### config.mk
export PLATFORM = sky130hd
export DESIGN_NAME = centering_datapath_unit
export DESIGN_NICKNAME = d
export VERILOG_FILES = /design/src/rtl/centering_datapath_unit.sv
export SDC_FILE = /design/constraint.sdc
export NUM_CORES = 1
export LEC_CHECK = 0
export BUFFER_PORTS_ARGS = -buffer_cell sky130_fd_sc_hd__buf_2
export CAP_MARGIN = 25
export CORE_MARGIN = 3
export CORE_UTILIZATION = 62
export CTS_CLUSTER_DIAMETER = 120
export DETAILED_ROUTE_END_ITERATION = 10
export PLACE_DENSITY_LB_ADDON = 0.05
export SLEW_MARGIN = 0
export SYNTH_ARGS = -nofsm -noshare
export SYNTH_HDL_FRONTEND = slang
export SYNTH_SLANG_ARGS = --single-unit
### constraint.sdc
create_clock -name CLK_cen -period 7.4 [get_ports CLK_cen]
set_input_delay 0.37 -clock CLK_cen [delete_from_list [all_inputs] [get_ports CLK_cen]]
set_output_delay 0.37 -clock CLK_cen [all_outputs]
set_load 0.05 [all_outputs]
### src/rtl/centering_datapath_unit.sv
// centering_datapath_unit
//
// Mean-removal datapath for one block of N_SAMPLES samples held in a sample
// RAM. Driven by the centering controller's phase enables:
//   En_SUM : stream every sample out of the RAM and accumulate it
//   En_DIV : one cycle; mean = floor(sum / N_SAMPLES) by arithmetic shift
//   En_SUB : stream every sample again and write back (sample - mean)
// If several enables are high, En_SUM > En_DIV > En_SUB.
//
// Ports
//   CLK_cen, RST_cen        clock, synchronous active-high reset
//   En_SUM, En_DIV, En_SUB  phase enables from the controller
//   rd_en, rd_addr          RAM read request (data returns one cycle later)
//   rd_data                 RAM read data
//   wr_en, wr_addr, wr_data centered sample write-back
//   mean                    registered block mean
//   CEN_Done                one-cycle pulse after the last write of a block
//
// Build option
//   CEN_SAT_EN  defined: wr_data saturates when (rd_data - mean) overflows.
//               undefined: wr_data wraps (two's complement).
module centering_datapath_unit #(
    parameter int DATA_W    = 16,
    parameter int N_SAMPLES = 128,
    parameter int ADDR_W    = 7,
    parameter int ACC_W     = DATA_W + ADDR_W
) (
    input  logic              CLK_cen,
    input  logic              RST_cen,
    input  logic              En_SUM,
    input  logic              En_DIV,
    input  logic              En_SUB,
    output logic              rd_en,
    output logic [ADDR_W-1:0] rd_addr,
    input  logic [DATA_W-1:0] rd_data,
    output logic              wr_en,
    output logic [ADDR_W-1:0] wr_addr,
    output logic [DATA_W-1:0] wr_data,
    output logic [DATA_W-1:0] mean,
    output logic              CEN_Done
);
    localparam logic [ADDR_W-1:0] LAST_ADDR = ADDR_W'(N_SAMPLES - 1);

    // Floor division by N_SAMPLES: arithmetic shift rounds toward -inf.
    function automatic logic signed [DATA_W-1:0] floor_mean(input logic signed [ACC_W-1:0] a);
        floor_mean = DATA_W'(a >>> ADDR_W);
    endfunction

    logic w_do_sum;
    logic w_do_div;
    logic w_do_sub;

    logic [ADDR_W-1:0]        r_addr_cnt_p0;
    logic                     r_vld_sum_p1;
    logic                     r_vld_sub_p1;
    logic                     r_last_p1;
    logic [ADDR_W-1:0]        r_sub_addr_p1;
    logic signed [ACC_W-1:0]  r_acc_p1;
    logic signed [DATA_W-1:0] r_mean;
    logic                     r_done_p2;

    logic signed [DATA_W-1:0] w_rd_s;
    logic signed [ACC_W-1:0]  w_rd_ext;
    logic signed [ACC_W-1:0]  w_acc_total;
    logic signed [DATA_W-1:0] w_centered;

    assign w_do_sum = En_SUM;
    assign w_do_div = !En_SUM && En_DIV;
    assign w_do_sub = !En_SUM && !En_DIV && En_SUB;

    assign w_rd_s   = rd_data;
    assign w_rd_ext = ACC_W'(w_rd_s);

    // The last SUM read may still be in flight during the DIV cycle, so the
    // mean is taken from the accumulator plus that pending sample.
    assign w_acc_total = r_acc_p1 + (r_vld_sum_p1 ? w_rd_ext : ACC_W'(0));

`ifdef CEN_SAT_EN
    function automatic logic signed [DATA_W-1:0] sat_narrow(input logic signed [DATA_W:0] d);
        if (d[DATA_W] != d[DATA_W-1])
            sat_narrow = d[DATA_W] ? {1'b1, {(DATA_W-1){1'b0}}} : {1'b0, {(DATA_W-1){1'b1}}};
        else
            sat_narrow = d[DATA_W-1:0];
    endfunction

    logic signed [DATA_W:0] w_diff;
    assign w_diff     = (DATA_W+1)'(w_rd_s) - (DATA_W+1)'(r_mean);
    assign w_centered = sat_narrow(w_diff);
`else
    // The low DATA_W bits of the widened difference equal the narrow wrapped
    // difference, so no extra guard bit is carried.
    assign w_centered = w_rd_s - r_mean;
`endif

    always_ff @(posedge CLK_cen) begin
        if (RST_cen) begin
            r_addr_cnt_p0 <= '0;
            r_vld_sum_p1  <= 1'b0;
            r_vld_sub_p1  <= 1'b0;
            r_last_p1     <= 1'b0;
            r_sub_addr_p1 <= '0;
            r_acc_p1      <= '0;
            r_mean        <= '0;
            r_done_p2     <= 1'b0;
        end else begin
            // p0 -> p1: read issued this cycle, data returns next cycle
            r_vld_sum_p1 <= w_do_sum;
            r_vld_sub_p1 <= w_do_sub;
            r_last_p1    <= w_do_sub && (r_addr_cnt_p0 == LAST_ADDR);
            if (w_do_sub)
                r_sub_addr_p1 <= r_addr_cnt_p0;

            if (w_do_sum || w_do_sub)
                r_addr_cnt_p0 <= r_addr_cnt_p0 + ADDR_W'(1);
            else if (w_do_div)
                r_addr_cnt_p0 <= '0;

            if (w_do_div) begin
                r_acc_p1 <= '0;
                r_mean   <= floor_mean(w_acc_total);
            end else if (r_vld_sum_p1) begin
                r_acc_p1 <= w_acc_total;
            end

            // p1 -> p2: final write of the block seen, pulse done next cycle
            r_done_p2 <= r_vld_sub_p1 && r_last_p1;
        end
    end

    // Reset overrides the enables in the very cycle it is asserted.
    assign rd_en    = !RST_cen && (w_do_sum || w_do_sub);
    assign rd_addr  = RST_cen ? '0 : r_addr_cnt_p0;
    assign wr_en    = r_vld_sub_p1;
    assign wr_addr  = r_sub_addr_p1;
    assign wr_data  = r_vld_sub_p1 ? w_centered : '0;
    assign mean     = r_mean;
    assign CEN_Done = r_done_p2;

endmodule

==> flow_summary.yaml, run 1 <==
synthesis:
  async_reset_ff_share_pct: 0
  yosysUniqueCellTypes: 62
  yosys_warnings: 0
  syn_inst: 547
  ys_seq_elements: 57
  ys.flop_type: "dfxtp_1"
  yosysSeqAreaShare_pct: 27.22
  syn_nets: 608
  synth.avg_cell_area_um2: 7.665
  synth_edf_count: 0
  synth_area_um2: 4193
routing:
  first_pass_iters: 5
  drc: 0
  finalWirelength_mm: 11.20
  wl_per_cell_um: 16.20
  ant_nets: 0
  vias_per_cell: 6.082
  vias: 4203
  drt_iter0_drc: 201
cells_and_area:
  fillCellCount: 516
  layout-drive-gt1-share_pct: 16.61
  antennaDiodeCount: 0
  area_delta_synth_final_pct: 14.32
  nets: 670
  multi_input_area_um2: 2853
  regArea_um2: 1141
  layout.cells.non_filler: 691
grt:
  antenna_found_initial: 0
  grt_remaining_overflow: 0
  grt_max_degree: 45
  track_usage_pct: 29.88
  grt_pass1_wl_mm: 18.49
  grt_pass1_vias: 4014
clock_tree:
  ctsHoldBuffers: 0
  cts_buffer_depth: 2
  clock-sinks: 57
  cts.htree.levels: 3
  cts_root_buf: "clkbuf_8"
  cts_tree: "done"
  cts_buffers: 9
  cts.clk_slew.worst_paths_ns: 0.07
  cts-resized-gates: 0
  postCtsSetupRepairBufs: 0
  clk_latency_ns: 0.34
placed_design:
  dp_hpwl_mm: 8.269
  place_worst_setup_slack_ns: 3.661
  portBuffers: 69
  dpl.cell_count: 675
  gp_congestion: 0.9440
sta:
  fin_tns_setup_ns: 0
  min_period_over_period_pct: 52.06
  slew_viol_final: 0
  final-hold-violation-count: 0
  post-route-min-period_ns: 3.852
  slew_headroom_pct: 49.01
  final.setup_skew_ns: 0.008237
  max_freq_ghz: 0.2596
  hold_ws_ns: 0.3705
  postLayoutSetupSlackWorst_ns: 3.548
  rsz0062_at_grt: "no"
  worst_pin_slew_ns: 0.7648
  setup_viol: 0
worst_setup_path:
  worstPathArrival_ns: 4.07
  end_kind: "flop"
  worst-path-max-fanout: 35
  path_class: "reg2reg"
  cp.required_ns: 7.62
  critPathLaunchType: "flop"
floorplan:
  start_util_pct: 64.92
  row_count: 29
  die_w_um: 88.24
  die-area_um2: 7785
  ios: 70
  fp.dieH_um: 88.24
  coreArea_um2: 6459
job:
  cap_viol_max_count: 0
pwr:
  p_leak_nw: 2.146
  finalPower_uw: 798.4
  irDropWorstVdd_uv: 141.6
  power_density_nw_per_um2: 166.6
run_status:
  status: "complete, no violations"
worst_hold_path:
  hp-class: "in2reg"
worst max-delay path, cell delays in order, from the launching register on:
cell and delay (ns):
dfxtp_1 0.31, buf_4 0.33, inv_1 0.42, nor2_1 0.21
ha_1 0.18, inv_1 0.05, fa_1 0.40, nor2b_1 0.19
o211a_1 0.22, o211ai_1 0.18, and3_4 0.26, nor3_4 0.26
mux2_2 0.36, or3_1 0.35
path summary, 6_finish.rpt:
check / from / to / slack [ns] / cells after the start
max: r_vld_sum_p1$_SDFF_PP0_ / r_acc_p1[22]$_SDFFE_PP0P_ / 3.55 / 13
min: En_SUM / r_vld_sum_p1$_SDFF_PP0_ / 0.37 / 2
max reg2reg: r_vld_sum_p1$_SDFF_PP0_ / r_acc_p1[22]$_SDFFE_PP0P_ / 3.55 / 13
min reg2reg: wr_addr[1]$_SDFFE_PP0P_ / wr_addr[1]$_SDFFE_PP0P_ / 0.46 / 2
power by group:
group          total, mW  switching (mW)  internal [mW]
logic              0.151          0.0990         0.0518
registers          0.320         0.00620          0.314
clock network      0.328           0.138          0.189
total              0.798           0.243          0.555
cells in the mapped netlist (3+ instances only):
cell type	count	share of area, %
mux2i_1	7	1.7
inv_1	29	2.6
nor3_1	5	0.60
xor2_1	15	3.1
nor2_1	56	5.0
nand3_1	24	2.9
o211ai_1	3	0.54
o31ai_1	3	0.54
o21bai_1	4	0.72
nand2_1	52	4.7
and2_1	16	2.4
and3_1	3	0.45
nand2b_1	7	1.0
nor4_1	3	0.45
a21o_1	10	1.8
ha_1	38	11
clkbuf_1	18	1.6
nor2b_1	12	1.8
o211a_1	3	0.72
buf_1	3	0.27
a21oi_1	51	6.1
o21ai_0	34	4.1
a211oi_1	8	1.4
a31oi_1	4	0.60
xnor2_1	14	2.9
or2_2	3	0.45
nand4_1	7	1.0
or3_1	11	1.6
o21a_1	5	0.90
dfxtp_1	57	27
logic make-up after synthesis:
| kind of cell | share of synthesized area, % |
|---|---|
| xor+xnor | 6.058 |
| fa+ha+maj | 12.29 |
| compound gates | 21.61 |
| mux | 1.940 |
| buf+inv | 4.745 |
| flops | 27.22 |
| simple gates | 26.14 |
layer usage:
layer | GRT usage (%) | vias up | routed length (um)
li1 | - | 2071 | -
met1 | 38.10 | 1945 | 4905
met2 | 49.29 | 148 | 5247
met3 | 4.283 | 39 | 591
met4 | 15.11 | 0 | 452
met5 | 0 | - | 0
cell usage in the layout, fill, tap and decap left out, types with 5 or more instances in the layout:
cell,instances
nand4_1,7
nand2_1,52
nand2b_1,7
o21ai_0,34
nand3_1,24
nor3_1,5
and2_1,16
xor2_1,15
buf_2,69
nor2_1,56
o21a_1,5
nor2b_1,12
a21o_1,10
xnor2_1,14
mux2i_1,7
dfxtp_1,57
a21oi_1,51
or3_1,11
ha_1,38
inv_1,29
a211oi_1,8
clkbuf_8,9
area by class of cell:
class                      count  area share (%)
tap                           77           2.010
multi-input combinational    439           59.51
timing repair buffer          73           7.831
inverter                      29           2.271
sequential                    57           23.81
clock buffer                   9           2.584
clock inverter                 7           1.984
stage by stage:
stage | utilization (%) | area [um^2]
global route | 74.22 | 4793
floorplan | - | 4193
detailed placement | 70.83 | 4574
CTS | 74.22 | 4793
finish | 74.22 | 4793
global placement | 70.83 | 4574
registers in the layout, indices dropped and copies added, names as in the netlist:
signal / count
r_last_p1: 1
wr_en: 1
r_vld_sum_p1: 1
wr_addr: 7
r_addr_cnt_p0: 7
mean: 16
r_acc_p1: 23
CEN_Done: 1
(Power assumes the default switching activity.)
==> run 2, diff against run 1 <==
CORE_UTILIZATION = 57   (was 62)
clock period = 3.9 ns   (was 7.4 ns; I/O delays follow)
==> run 2 against run 1 <==
Utilization shrank 4.7 points; critical endpoint unchanged; critical path depth shrank 3; maximum frequency grew 16%; first-iteration DRC count shrank 5.5%; highest routed layer unchanged; sequential share of layout area shrank 0.15 points; largest cell class unchanged.
==> flow_summary.yaml, run 2 (same netlist as run 1, synthesis figures left out) <==
worst_setup_path:
  reg2reg_slack_ns: 0.59
  worstPathArrival_ns: 3.54
  worst-path-max-fanout: 15
  crit_end: "r_acc_p1[22]$_SDFFE_PP0P_"
  r2r-end: "r_acc_p1[22]$_SDFFE_PP0P_"
  reg2reg_from: "r_vld_sum_p1$_SDFF_PP0_"
  reg2reg_depth: 10
  path_class: "reg2reg"
  critPathLaunchType: "flop"
  end_kind: "flop"
  startpoint: "r_vld_sum_p1$_SDFF_PP0_"
  cp.required_ns: 4.13
sta:
  final-hold-violation-count: 0
  slew_headroom_pct: 48.06
  max_freq_ghz: 0.3021
  post-route-min-period_ns: 3.310
  min_period_over_period_pct: 84.87
  setup_viol: 0
  worst_pin_slew_ns: 0.7790
  slew_viol_final: 0
  final.setup_skew_ns: 0.01091
  fin_tns_setup_ns: 0
  rsz0062_at_grt: "no"
grt:
  antenna_found_initial: 0
  track_usage_pct: 26.56
  grt_remaining_overflow: 0
  grt_pass1_vias: 3864
  grt_pass1_wl_mm: 18.33
  grt_max_degree: 45
pwr:
  power_density_nw_per_um2: 304.4
  finalPower_mw: 1.469
  p_leak_nw: 2.143
  irDropWorstVdd_uv: 223.5
cells_and_area:
  largest-register: "r_acc_p1"
  fillCellCount: 615
  largest_register_ffs: 23
  nets: 673
  design_area_um2: 4825
  area_delta_synth_final_pct: 15.07
  layout_commonest_cell: "buf_2"
  layout-drive-gt1-share_pct: 17.02
  fin_util_pct: 69.48
  mostFrequentLayoutCells: "buf_2 (69), dfxtp_1 (57), nor2_1 (56)"
  antennaDiodeCount: 0
floorplan:
  start_util_pct: 60.38
  die-area_um2: 8421
  coreArea_um2: 6944
  die_w_um: 91.77
  ios: 70
  row_count: 30
  fp.dieH_um: 91.77
routing:
  ant_nets: 0
  wl_per_cell_um: 15.57
  drt_iter0_drc: 190
  first_pass_iters: 5
  vias: 4123
  finalWirelength_mm: 11.10
  drc: 0
  vias_per_cell: 5.783
clock_tree:
  cts-resized-gates: 0
  clock-sinks: 57
  postCtsSetupRepairBufs: 0
  cts.htree.levels: 3
  cts.clk_slew.worst_paths_ns: 0.07
  cts_tree: "done"
  clk_latency_ns: 0.35
  cts_buffers: 9
  cts_root_buf: "clkbuf_8"
  ctsHoldBuffers: 0
  cts_buffer_depth: 2
run_status:
  status: "complete, no violations"
job:
  cap_viol_max_count: 0
placed_design:
  gp_congestion: 0.9399
  placed_area_um2: 4622
  portBuffers: 69
  dp_hpwl_mm: 8.486
worst_hold_path:
  hp-class: "in2reg"
-- run 2: cell count changes in the layout (fill, tap and decap cells not counted), sizes merged --
cell / previous run / this run
clkinv: 4 / 2
buf: 73 / 76
inv: 29 / 30
clkinvlp: 1 / 3
bufinv: 2 / 1
-- run 2: how the worst min path moves through the flow --
stage | startpoint | to | slack [ns] | depth (start not counted)
after floorplan | RST_cen | mean[0]$_SDFFE_PP0P_ | 0.39 | 2
after global placement | wr_addr[1]$_SDFFE_PP0P_ | wr_addr[1]$_SDFFE_PP0P_ | 0.44 | 2
after detailed placement | wr_addr[3]$_SDFFE_PP0P_ | wr_addr[3]$_SDFFE_PP0P_ | 0.45 | 2
after CTS | En_SUM | r_vld_sum_p1$_SDFF_PP0_ | 0.17 | 2
after global routing | En_SUM | r_vld_sum_p1$_SDFF_PP0_ | 0.18 | 2
final | En_SUM | r_vld_sum_p1$_SDFF_PP0_ | 0.18 | 2
-- run 2: worst max-delay path: stages (launching register included) --
cell      delay [ns]
dfxtp_1         0.64
buf_4           0.29
and2_1          0.14
ha_1            0.22
a211oi_2        0.10
o211a_1         0.27
or3_4           0.38
and3_4          0.20
nor3_4          0.25
mux2_2          0.35
or3_1           0.34
-- run 2: power breakdown --
group	total (mW)	internal, mW	switching, mW
Clock	0.574	0.299	0.276
Sequential	0.609	0.595	0.0140
Combinational	0.285	0.0999	0.185
-- run 2: per-layer routing --
| metal | up-vias | track usage [%] | wire length [um] |
|---|---|---|---|
| li1 | 2078 | - | - |
| met1 | 1916 | 32.16 | 4868 |
| met2 | 111 | 47.60 | 5521 |
| met3 | 18 | 3.692 | 470 |
| met4 | 0 | 9.777 | 239 |
| met5 | - | 0 | 0 |
-- run 2: layout make-up --
cell class / count / area [um^2] / share of cell area (%)
inverter: 29 / 108.9 / 2.256
timing repair buffer: 76 / 397.9 / 8.247
clock inverter: 7 / 78.83 / 1.634
sequential: 57 / 1141 / 23.65
multi-input combinational: 439 / 2854 / 59.15
clock buffer: 9 / 123.9 / 2.567
tap: 96 / 120.1 / 2.490
-- run 2: per-stage QoR --
step	hold slack, ns	worst slack (ns)	cells
final	0.1842	0.5900	713
after global routing	0.1816	0.3480	713
after CTS	0.1746	0.6188	713
after detailed placement	0.4458	0.6478	697
after global placement	0.4444	0.7205	697
after floorplan	0.3865	0.3171	547
==> run 3, diff against run 2 <==
ABC_AREA = 1   (was default)
CORE_UTILIZATION = 53   (was 57)
clock period = 2.8 ns   (was 3.9 ns; I/O delays follow)
==> run 3 against run 2 <==
Synthesized cell count grew 49%; largest cell class unchanged; critical path depth is the same; global-route usage grew 0.82 points; critical path type is now reg2out.
==> flow_summary.yaml, run 3 <==
floorplan:
  die-area_um2: 10270
  start_util_pct: 54.95
  row_count: 34
  fp.dieH_um: 101.3
  die_w_um: 101.3
  coreArea_um2: 8763
  ios: 70
synthesis:
  synth.avg_cell_area_um2: 5.909
  yosys_warnings: 0
  ys.flop_type: "dfxtp_1"
  syn_inst: 815
  syn_nets: 876
  synth_area_um2: 4816
  yosysMostFrequentCell: "nand2_1"
  async_reset_ff_share_pct: 0
  yosysTopAreaCellShare_pct: 23.69
  netlist_top_cells_area: "dfxtp_1 (24%), nand2_1 (17%), inv_1 (12%)"
  synth_edf_count: 0
  yosysUniqueCellTypes: 40
  yosysSeqAreaShare_pct: 23.69
  synth.cells.most_frequent: "nand2_1 (222), inv_1 (158), nor2_1 (104)"
  synth_area_leader_cell: "dfxtp_1"
  ys_seq_elements: 57
grt:
  grt_pass1_wl_mm: 22.06
  antenna_found_initial: 0
  grt_pass1_vias: 4606
  grt_remaining_overflow: 0
  track_usage_pct: 27.39
  grt_max_degree: 32
cells_and_area:
  nets: 943
  area_delta_synth_final_pct: 13.12
  largest_register_ffs: 23
  multi_input_area_um2: 2977
  fillCellCount: 906
  mostFrequentLayoutCells: "nand2_1 (222), inv_1 (158), nor2_1 (104)"
  layout-drive-gt1-share_pct: 12.63
  antennaDiodeCount: 0
  regArea_um2: 1141
  largest-register: "r_acc_p1"
  fin_util_pct: 62.16
  design_area_um2: 5448
  layout_commonest_cell: "nand2_1"
  layout.cells.non_filler: 995
routing:
  finalWirelength_mm: 13.87
  drt_iter0_drc: 258
  ant_nets: 0
  drc: 0
  first_pass_iters: 5
  vias: 5118
  wl_per_cell_um: 13.94
  vias_per_cell: 5.144
placed_design:
  placed_area_um2: 5221
  dp_hpwl_mm: 11.21
  dpl.cell_count: 979
  place_worst_setup_slack_ns: 0.4027
  gp_congestion: 1.034
  portBuffers: 69
sta:
  final-hold-violation-count: 0
  final.setup_skew_ns: 0.01236
  post-route-min-period_ns: 2.562
  worst_pin_slew_ns: 0.7093
  slew_viol_final: 0
  min_period_over_period_pct: 91.50
  setup_viol: 0
  hold_ws_ns: 0.1599
  fin_tns_setup_ns: 0
  postLayoutSetupSlackWorst_ns: 0.2381
  rsz0062_at_grt: "no"
  slew_headroom_pct: 52.54
  max_freq_ghz: 0.3903
worst_setup_path:
  path_class: "reg2out"
  reg2reg_depth: 15
  reg2reg_from: "r_vld_sum_p1$_SDFF_PP0_"
  r2r-end: "mean[10]$_SDFFE_PP0P_"
  cp.required_ns: 2.66
  worstPathArrival_ns: 2.42
  critPathLaunchType: "flop"
  reg2reg_slack_ns: 0.36
  worst-path-max-fanout: 6
  end_kind: "output pin"
clock_tree:
  clk_latency_ns: 0.35
  cts_buffers: 9
  cts_root_buf: "clkbuf_8"
  clock-sinks: 57
  ctsHoldBuffers: 0
  postCtsSetupRepairBufs: 0
  cts_tree: "done"
  cts.clk_slew.worst_paths_ns: 0.07
  cts_buffer_depth: 2
  cts-resized-gates: 0
  cts.htree.levels: 3
worst_hold_path:
  whs_path_depth: 3
  hp-start: "En_SUM"
  min_to: "r_vld_sum_p1$_SDFF_PP0_"
  hp-class: "in2reg"
run_status:
  status: "complete, no violations"
pwr:
  finalPower_mw: 2.295
  irDropWorstVdd_uv: 248.5
  p_leak_nw: 3.142
  power_density_nw_per_um2: 421.4
job:
  cap_viol_max_count: 0
run 3: cell types whose count changed after synthesis, moves of 11 or more:
cell | before | now
a21oi_1 | 51 | 38
and2_1 | 16 | 0
clkbuf_1 | 18 | 6
inv_1 | 29 | 158
nand2_1 | 52 | 222
nand3_1 | 24 | 65
nor2_1 | 56 | 104
nor2b_1 | 12 | 0
or3_1 | 11 | 0
xnor2_1 | 14 | 1
run 3: metal layers:
metal  track usage (%)  vias up  share of wire [%]
li1                  -     2682                  -
met1             36.04     2288                 45
met2             45.02      124                 46
met3             5.028       24                5.5
met4             9.509        0                2.7
met5                 0        -                  0
run 3: kinds of logic (layout without fill, tap and decap cells):
logic type | Yosys count | after routing | share of synthesized area (%)
xor+xnor | 11 | 11 | 2.000
flops | 57 | 57 | 23.69
buf+inv | 176 | 248 | 14.50
fa+ha+maj | 40 | 40 | 10.70
compound gates | 103 | 103 | 11.80
simple gates | 428 | 428 | 37.31
run 3: cell type report:
| type | instances | area share (%) |
|---|---|---|
| Multi-Input combinational cell | 582 | 54.64 |
| Inverter | 160 | 11.02 |
| Timing Repair Buffer | 72 | 6.752 |
| Sequential cell | 57 | 20.95 |
| Clock buffer | 9 | 2.274 |
| Tap cell | 108 | 2.480 |
| Clock inverter | 7 | 1.883 |
run 3: power breakdown:
part | switching, mW | internal [mW]
combinational | 0.368 | 0.164
sequential | 0.0271 | 0.843
clock | 0.385 | 0.510
run 3: worst max-delay path by stage:
stage	start	endpoint	slack [ns]
2_1_floorplan	mean[0]$_SDFFE_PP0P_	wr_data[12]	0.09
3_3_place_gp	r_vld_sum_p1$_SDFF_PP0_	mean[8]$_SDFFE_PP0P_	0.46
3_5_place_dp	r_vld_sum_p1$_SDFF_PP0_	mean[10]$_SDFFE_PP0P_	0.40
4_1_cts	mean[7]$_SDFFE_PP0P_	wr_data[14]	0.29
5_1_grt	mean[0]$_SDFFE_PP0P_	wr_data[12]	0.07
6_report	mean[7]$_SDFFE_PP0P_	wr_data[14]	0.24
run 3: worst max-delay path, stage by stage, from the launching register on:
cell and delay, ns:
dfxtp_1 0.43, inv_1 0.07, ha_1 0.36, a21oi_1 0.33, nor2_1 0.07, nor2_1 0.15, nor2_1 0.07, nor2_1 0.12
a21oi_1 0.09, nor2_1 0.11, buf_2 0.27
